$ cat config.mk
export PLATFORM = sky130hd
export DESIGN_NAME = mat_row_seq
export DESIGN_NICKNAME = d
export VERILOG_FILES = /design/src/rtl/mat_row_seq.sv
export SDC_FILE = /design/constraint.sdc
export NUM_CORES = 1
export LEC_CHECK = 0
export CORE_MARGIN = 2
export CORE_UTILIZATION = 40
export DETAILED_ROUTE_END_ITERATION = 16
export GPL_TIMING_DRIVEN = 0
export PLACE_DENSITY = 0.71
export RECOVER_POWER = 100
export SYNTH_ARGS = -nofsm -noshare
export SYNTH_HDL_FRONTEND = slang
export SYNTH_SLANG_ARGS = --single-unit
$ cat constraint.sdc
create_clock -name clk -period 6.5 [get_ports clk]
set_input_delay 1.3 -clock clk [delete_from_list [all_inputs] [get_ports clk]]
set_output_delay 1.3 -clock clk [all_outputs]
set_load 0.01 [all_outputs]
$ cat src/rtl/mat_row_seq.sv
// mat_row_seq: streams the rows of a captured N x N matrix, one at a time, to
// a row-wise ALU and reassembles the returned rows into m_out.
// Exactly one row is outstanding at a time, and rows go out in order 0..N-1.
// Optional build macro: MAT_SEQ_TIMEOUT_EN adds a RECV watchdog, a TOUT state
// and a sticky err flag. When the macro is undefined, err is tied low and RECV
// waits for the ALU indefinitely.
module mat_row_seq #(
  parameter int ELEM_W = 8,
  parameter int N      = 5,
  localparam int RW    = N * ELEM_W
) (
  input  logic            clk,
  input  logic            rst,
  input  logic            start,
  input  logic [N*RW-1:0] m_in,
  output logic [RW-1:0]   row_out,
  output logic            row_valid,
  input  logic            row_ready,
  input  logic [RW-1:0]   row_in,
  input  logic            row_in_valid,
  output logic [N*RW-1:0] m_out,
  output logic            busy,
  output logic            done,
  output logic            err
);

  localparam int IDX_W = (N > 1) ? $clog2(N) : 1;
  localparam logic [IDX_W-1:0] LAST_IDX = IDX_W'(N - 1);

  localparam logic [2:0] ST_IDLE = 3'd0;
  localparam logic [2:0] ST_SEND = 3'd1;
  localparam logic [2:0] ST_RECV = 3'd2;
  localparam logic [2:0] ST_DONE = 3'd3;
`ifdef MAT_SEQ_TIMEOUT_EN
  localparam logic [2:0] ST_TOUT = 3'd4;
  // The 15th consecutive idle RECV cycle is the one where the counter reads 14.
  localparam logic [3:0] WAIT_LAST = 4'd14;
`endif

  logic [2:0]       state_reg;
  logic [2:0]       state_next;
  logic [IDX_W-1:0] idx_reg;
  logic [RW-1:0]    src_rows [N];
  logic [RW-1:0]    res_rows [N];

  logic capture;
  logic row_wr;
  logic last_row;

  // A matrix is taken only from IDLE; start is ignored everywhere else.
  assign capture  = (state_reg == ST_IDLE) && start;
  // Returned rows are accepted only while a row is outstanding.
  assign row_wr   = (state_reg == ST_RECV) && row_in_valid;
  assign last_row = (idx_reg == LAST_IDX);

`ifdef MAT_SEQ_TIMEOUT_EN
  logic [3:0] wait_cnt_reg;
  logic       wait_expired;

  // The valid check comes first, so a row arriving on the final cycle still wins.
  assign wait_expired = (state_reg == ST_RECV) && !row_in_valid &&
                        (wait_cnt_reg == WAIT_LAST);
`endif

  // Next-state decode of the row sequencer.
  always_comb begin
    state_next = state_reg;
    case (state_reg)
      ST_IDLE: begin
        if (start) state_next = ST_SEND;
      end
      ST_SEND: begin
        if (row_ready) state_next = ST_RECV;
      end
      ST_RECV: begin
        if (row_in_valid) begin
          state_next = last_row ? ST_DONE : ST_SEND;
        end
`ifdef MAT_SEQ_TIMEOUT_EN
        else if (wait_expired) begin
          state_next = ST_TOUT;
        end
`endif
      end
      ST_DONE: state_next = ST_IDLE;
`ifdef MAT_SEQ_TIMEOUT_EN
      ST_TOUT: state_next = ST_IDLE;
`endif
      default: state_next = ST_IDLE;
    endcase
  end

  // State register; reset wins over every other input in the same cycle.
  always_ff @(posedge clk) begin
    if (rst) begin
      state_reg <= ST_IDLE;
    end else begin
      state_reg <= state_next;
    end
  end

  // Row index: cleared on capture, advanced after each returned row except the last.
  always_ff @(posedge clk) begin
    if (rst) begin
      idx_reg <= '0;
    end else if (capture) begin
      idx_reg <= '0;
    end else if (row_wr && !last_row) begin
      idx_reg <= idx_reg + IDX_W'(1);
    end
  end

  // Source matrix snapshot, so later m_in changes cannot disturb a transfer.
  always_ff @(posedge clk) begin
    if (rst) begin
      for (int r = 0; r < N; r++) src_rows[r] <= '0;
    end else if (capture) begin
      for (int r = 0; r < N; r++) src_rows[r] <= m_in[r*RW +: RW];
    end
  end

  // Result matrix: the returned row lands in the slot of the row that went out.
  always_ff @(posedge clk) begin
    if (rst) begin
      for (int r = 0; r < N; r++) res_rows[r] <= '0;
    end else if (row_wr) begin
      res_rows[idx_reg] <= row_in;
    end
  end

  // Row presented to the ALU; it stays stable for as long as SEND is held.
  always_comb begin
    row_out = src_rows[idx_reg];
  end

  // Flatten the result rows onto the m_out bus.
  generate
    for (genvar gi = 0; gi < N; gi++) begin : g_mout
      assign m_out[gi*RW +: RW] = res_rows[gi];
    end
  endgenerate

  assign row_valid = (state_reg == ST_SEND);
  assign busy      = (state_reg != ST_IDLE);
  assign done      = (state_reg == ST_DONE);

`ifdef MAT_SEQ_TIMEOUT_EN
  // Watchdog: held at zero outside RECV, so it starts from zero on every entry.
  always_ff @(posedge clk) begin
    if (rst) begin
      wait_cnt_reg <= '0;
    end else if (state_reg != ST_RECV) begin
      wait_cnt_reg <= '0;
    end else if (!row_in_valid) begin
      wait_cnt_reg <= wait_cnt_reg + 4'd1;
    end
  end

  logic err_reg;

  // Sticky error flag: set on entry to TOUT, cleared by reset or the next start.
  always_ff @(posedge clk) begin
    if (rst) begin
      err_reg <= 1'b0;
    end else if (capture) begin
      err_reg <= 1'b0;
    end else if (wait_expired) begin
      err_reg <= 1'b1;
    end
  end

  assign err = err_reg;
`else
  assign err = 1'b0;
`endif

endmodule

==> out/qor.tcl <==
set qor(outcome) {finished, violations left}
set qor(violations_in_the_final_reports) {capacitance limit, slew limit}
set qor(finalWorstSetupSlack_ps) 1650
set qor(wl_per_cell_um) 21.3
set qor(layout.core_utilization_pct) 57.4
set qor(postRouteWirelength_mm) 44.5
set qor(startpoint_type) {primary input}
set qor(synth_area_per_cell_um2) 16.8
set qor(cap_viol_max_count) 7
set qor(setup_tns_after_final_layout_ps) 0
set qor(worstPathRequired_ps) 6640
set qor(vias) 10100
set qor(crit_path_max_incr_delay_ps) 1580
set qor(initial_core_util_pct) 40.7
set qor(finalNonFillerCells) 2094
set qor(worst_setup_path_end_kind) {flip-flop}
set qor(route.detailed.vias_per_inst) 4.82
set qor(row_cnt) 74
set qor(drt_first_iter_violations) 568
set qor(power.share.switching_pct) 21.2
set qor(cts.hold.buffers_added) 0
set qor(hp-class) {flip-flop to flip-flop}
set qor(die_height_um) 208
set qor(grt_pass1_vias) 10400
set qor(grt_pass1_wl_mm) 65.4
set qor(period_minus_slack_ps) 4850
set qor(total_clock_buffers_created_by_cts) 43
set qor(grt_util_all_layers_pct) 20.4
set qor(dp_worst_setup_slack_ps) 2390
set qor(remaining_drc_errors) 0
set qor(tightest_slew_ps) 2650
set qor(fin_skew_ps) 9.34
set qor(setup.worst_path.class) {primary input to flip-flop}
set qor(firstDrtPassIters) 4
set qor(count_of_final_setup_violators) 0
set qor(maximum_number_of_pins_on_one_net_before_global_route_repair) 79
set qor(worst-endpoint-arrival_ps) 4990
set qor(die_width_um) 208
set qor(cp_num_buf_inv) 1
set qor(grt_antenna_before_repair) 9
set qor(syn-instance-count) 993
set qor(netSwitchingPower_uw) 1300
set qor(synth-seq-area-share_pct) 73.0
set qor(timing.critical_path.cells) {dlygate4sd3_1 -> nand4bb_1 -> nor4b_1 -> or2_1}
set qor(finalHoldViolations) 0
set qor(clk-insertion-delay-late_ps) 560
set qor(clock-root-buffer) {sky130_fd_sc_hd__clkbuf_16}
set qor(hold_slack_ps) 622
set qor(total_congestion_overflow) 0
set qor(maxClockFrequency_mhz) 206
set qor(io-pin-count) 489
set qor(ys_dominant_reg_cell) {sky130_fd_sc_hd__edfxtp_1}
set qor(synthMostInstantiatedCell) {sky130_fd_sc_hd__and2_1}
set qor(netlist-cell-type-count) 32
set qor(synth.yosys.warnings) 0
set qor(clock_path_buffers) 3
set qor(detailedPlacementHpwl_mm) 32.9
set qor(yosysTopAreaCellShare_pct) 72.0
set qor(layout_area_overhead_pct) 41.2
set qor(peakVddDrop_mv) 0.170
set qor(syn_nets) 1240
set qor(yosys_register_bits) 408
set qor(final_nets) 1773
set qor(seq_power_share_pct) 50.6
set qor(netlist_area_um2) 16700
set qor(routabilityCongestion) 0.869
set qor(slew_violations) 280
set qor(numPortBuffers) 486
set qor(cts_resized) 0
set qor(p_comb_share_pct) 8.9
set qor(post_route_cells_drive_above_1_share_pct) 9.81
set qor(critical-path-top-delay-family) {simple AND/OR/NAND/NOR gates}
set qor(setup_repair_after_global_routing_missed_its_margin) {no}
set qor(netlist_top_cells_count) {sky130_fd_sc_hd__and2_1 (402), sky130_fd_sc_hd__edfxtp_1 (400), sky130_fd_sc_hd__mux2_2 (40), sky130_fd_sc_hd__mux4_2 (40), sky130_fd_sc_hd__clkbuf_2 (36)}
set qor(number_of_synthesized_flops_with_an_enable_pin) 400
set qor(die_area_um2) 43400
set qor(slew-limit-headroom_pct) -76.7
set qor(synthTopCellsByArea) {sky130_fd_sc_hd__edfxtp_1 (72%), sky130_fd_sc_hd__and2_1 (15%), sky130_fd_sc_hd__mux4_2 (5.4%)}
set qor(core-area_um2) 41000
set qor(critPathMaxFanout) 40
set qor(power_leakage_uw) 0.00872
set qor(ant_nets) 0
set qor(yosys.area.top_type) {sky130_fd_sc_hd__edfxtp_1}
set qor(htreeDepth) 2
set qor(cellPowerDensity_nw_per_um2) 261
set qor(cts.clk_slew.worst_paths_ps) 60
set qor(clkPwrFrac_pct) 40.5
set qor(post-cts-setup-buffers) 0
set qor(cts_tree) {built}
set qor(place_inst) 2013
set qor(synth_async_sr_flop_share_pct) 0
set qor(cts.sink_count) 408
set qor(internal_portion_of_total_power_uw) 4840
set qor(crit_slowest_cell) {sky130_fd_sc_hd__or2_1}
set qor(timing.final.crit_share_pct) 74.7
-- layout by cell type (no fill, tap or decap), types with 3 or more instances in the layout --
cell                              instances
sky130_fd_sc_hd__diode_2                  3
sky130_fd_sc_hd__clkinv_4                 4
sky130_fd_sc_hd__nand3_1                  3
sky130_fd_sc_hd__nor4_1                   4
sky130_fd_sc_hd__inv_1                    4
sky130_fd_sc_hd__or2_1                    5
sky130_fd_sc_hd__and2_1                 154
sky130_fd_sc_hd__edfxtp_1               400
sky130_fd_sc_hd__mux4_2                  40
sky130_fd_sc_hd__clkinv_2                 9
sky130_fd_sc_hd__bufinv_16                5
sky130_fd_sc_hd__clkbuf_1                62
sky130_fd_sc_hd__clkinv_1                 5
sky130_fd_sc_hd__clkdlybuf4s50_1        245
sky130_fd_sc_hd__dlygate4sd3_1          241
sky130_fd_sc_hd__dfxtp_1                  8
sky130_fd_sc_hd__a21oi_1                  8
sky130_fd_sc_hd__and2_0                 248
sky130_fd_sc_hd__clkbuf_16               45
sky130_fd_sc_hd__mux2_2                  40
-- final cells by class --
class / instances / area [um^2]
inverters: 5 / 18.8
flip-flops and latches: 408 / 12200
well taps: 532 / 666
diodes: 3 / 7.51
clock inverters: 26 / 273
multi-input cells: 521 / 4120
fillers: 3236 / 17500
repair buffers: 488 / 4920
plain buffers: 59 / 235
clock buffers: 52 / 1150
-- final timing paths --
check                            start                            end  cells after the start  slack, ps
min            idx_reg[1]$_SDFFE_PP0P_        idx_reg[1]$_SDFFE_PP0P_                      2        620
min reg2reg    idx_reg[1]$_SDFFE_PP0P_        idx_reg[1]$_SDFFE_PP0P_                      2        620
max                       row_in_valid  res_rows[4][30]$_SDFFCE_PN0P_                      4       1650
max reg2reg  state_reg[0]$_SDFFE_PP0P_  res_rows[4][30]$_SDFFCE_PN0P_                      4       2470
-- metal layers --
layer	wire length, um	global-route usage [%]	vias up	part of all wire (%)
li1	-	-	4643	-
met1	16800	23.9	4902	38
met2	22300	35.1	469	50
met3	4520	8.00	69	10
met4	823	5.06	14	1.8
met5	97	0	-	0.22
-- worst register-to-register path, stage by stage, from the launching register on --
cell and delay [ps]:
sky130_fd_sc_hd__dfxtp_1 290, sky130_fd_sc_hd__buf_2 160, sky130_fd_sc_hd__nand4bb_1 280, sky130_fd_sc_hd__nor4b_1 1250, sky130_fd_sc_hd__or2_1 1580
-- power by group through the flow --
stage               Clock [uW]  Sequential (uW)  Combinational, uW
global placement             0             3180                575
detailed placement           0             3160                587
global route              2620             3120                584
CTS                       2520             3110                589
finish                    2490             3110                548
floorplan                    0             3190                182
-- cell families after synthesis --
kind of cell               after synthesis  share of synthesized area (%)
muxes                                   80                           8.10
adders and majority gates                2                          0.150
AOI/OAI and AO/OA                       14                          0.488
other                                    1                         0.0225
DFF                                    408                           73.0
and+or+nand+nor                        424                           16.5
buffers and inverters                   64                           1.84
-- metrics by stage --
step,instance area (um^2),total power [uW]
CTS,23700,6220
global route,23600,6320
global placement,22200,3750
finish,23600,6140
detailed placement,22300,3750
floorplan,16700,3370
(Power assumes the default switching activity.)
==> RTL change: new RTL, same flow settings <==
Add a define of `MAT_SEQ_TIMEOUT_EN`.
--- a/src/rtl/mat_row_seq.sv
+++ b/src/rtl/mat_row_seq.sv
@@ -6,2 +6,4 @@
 // waits for the ALU indefinitely.
+`define MAT_SEQ_TIMEOUT_EN
+
 module mat_row_seq #(
Behaviour: same outputs for any inputs over 4 cycles, from zero or initial values and one cycle with rst high; that may be too few to reach the edited logic, so the function may still have changed.
==> RTL change against the original RTL <==
The run still ends with capacitance limit, slew limit left. Setup slack worse by 310 ps. First-iteration DRC count is 13% lower. Count of clock-buffer cells in the layout is 2 higher. Area after synthesis is 1.5% higher. Sequential cell count is 6 higher. Cell area is 0.94% higher. Total power is 2.1% lower. Routed wire length is 4.2% higher. Cell count is 1.7% higher.
==> RTL change: results (changes against the original RTL) <==
----------------------------------------------------
[Drt]
  Final wirelength ... 46370 um (+4.2%)
  Vias post-DR ... 10350 (+2.5%)
  Drt pass-1 iters ... 5 (+1)

[Place]
  Routability Congestion ... 0.8695 (about the same)
  Port-buffer cells ... 487 (+0.21%)
  Post-Place Worst Slack ... 2084 ps (-308.3 ps)
  Number of cells in the design after placement ... 2054 (+2.0%)
  Placed cell areas ... 22570 um2 (+1.3%)

[Pwr]
  Power Density ... 252.9 nW/um2 (-3.0%)
  Power consumed by combinational cells ... 0.538 mW (-2%)
  Switching Share ... 0.2129 (+0.0004398)

[Hold path]
  Endpoint of the worst hold path ... err
  Hold Crit Start ... err

[Logic synthesis]
  Top cells by area, synth ... sky130_fd_sc_hd__edfxtp_1 (71%), sky130_fd_sc_hd__and2_1 (14%), sky130_fd_sc_hd__mux4_2 (5.3%)
  List of most frequent post-synthesis cells ... sky130_fd_sc_hd__edfxtp_1 (400), sky130_fd_sc_hd__and2_1 (382), sky130_fd_sc_hd__clkbuf_1 (42)
  Average size of a mapped cell ... 16.52 um2 (-1.7%)
  Number of library cell types mapped by synthesis ... 41 (+28%)
  Syn Nets ... 1274 (+2.7%)

[Setup path]
  Launch instance of the worst register-to-register path ... state_reg[1]
  Data arrival time of the critical path ... 5290 ps (+300 ps)
  Endpoint of the worst register-to-register path ... res_rows[3][17]
  Critical Path Start ... rst

[Final layout]
  Number of multi-input combinational cells in the layout ... 545 (+4.6%)
  Final antenna diode count ... 0 (-3)
  Clock Network Area Fraction ... 0.05525 (-0.005246)
  Nonclk buf count ... 551 (+0.73%)
  Layout non-clock buf frac ... 0.2176 (-0.001196)
  Share of cells above drive strength 1 ... 0.1006 (+0.002426)
  Total number of sequential cells ... 414 (+1.5%)
  Fill count ... 3315 (+2.4%)
  Area used by multi-input combinational logic ... 4307 um2 (+4.7%)
  Nets ... 1810 (+2.1%)

[Timing]
  Worst clock skew ... 14.57 ps (+5.237 ps)
  Worst Hold Slack ... 454.5 ps (-168.0 ps)
  Final max-slew violation count ... 272 (-2.9%)
  Headroom to the max-slew limit ... -1.348 (-0.5807)

[Outcome]
  Failing checks ... capacitance limit, slew limit
  Outcome ... complete, but fails checks

[Run]
  MaxCap Viol Count ... 6 (-1)

[Die]
  Placeable Area ... 41850 um2 (+2.0%)

----------------------------------------------------
## RTL change: changes by cell type after synthesis, sizes merged, moves of 3 or more
| cell | before | now |
|---|---|---|
| clkbuf | 49 | 54 |
| and3 | 0 | 3 |
| dfxtp | 8 | 14 |
| nand2b | 0 | 3 |
| nor2 | 1 | 8 |
| buf | 10 | 7 |
| nor3 | 0 | 4 |
## RTL change: routing by layer
metal,global-route usage,up-vias,part of all wire
met5,0,-,0.0019
met4,0.04353,14,0.016
met3,0.08409,62,0.10
met2,0.3614,473,0.50
met1,0.2425,5048,0.38
li1,-,4753,-
## RTL change: cell families (layout without fill, tap and decap cells)
kind of cell | count (synthesis) | after routing | share of synthesized area
and+or+nand+nor | 445 | 445 | 0.1681
DFF | 414 | 414 | 0.7260
muxes | 80 | 80 | 0.07982
buffers and inverters | 66 | 632 | 0.01692
AOI/OAI and AO/OA | 13 | 13 | 0.004657
adders and majority gates | 4 | 4 | 0.002956
xor gates and xnor gates | 3 | 3 | 0.001552
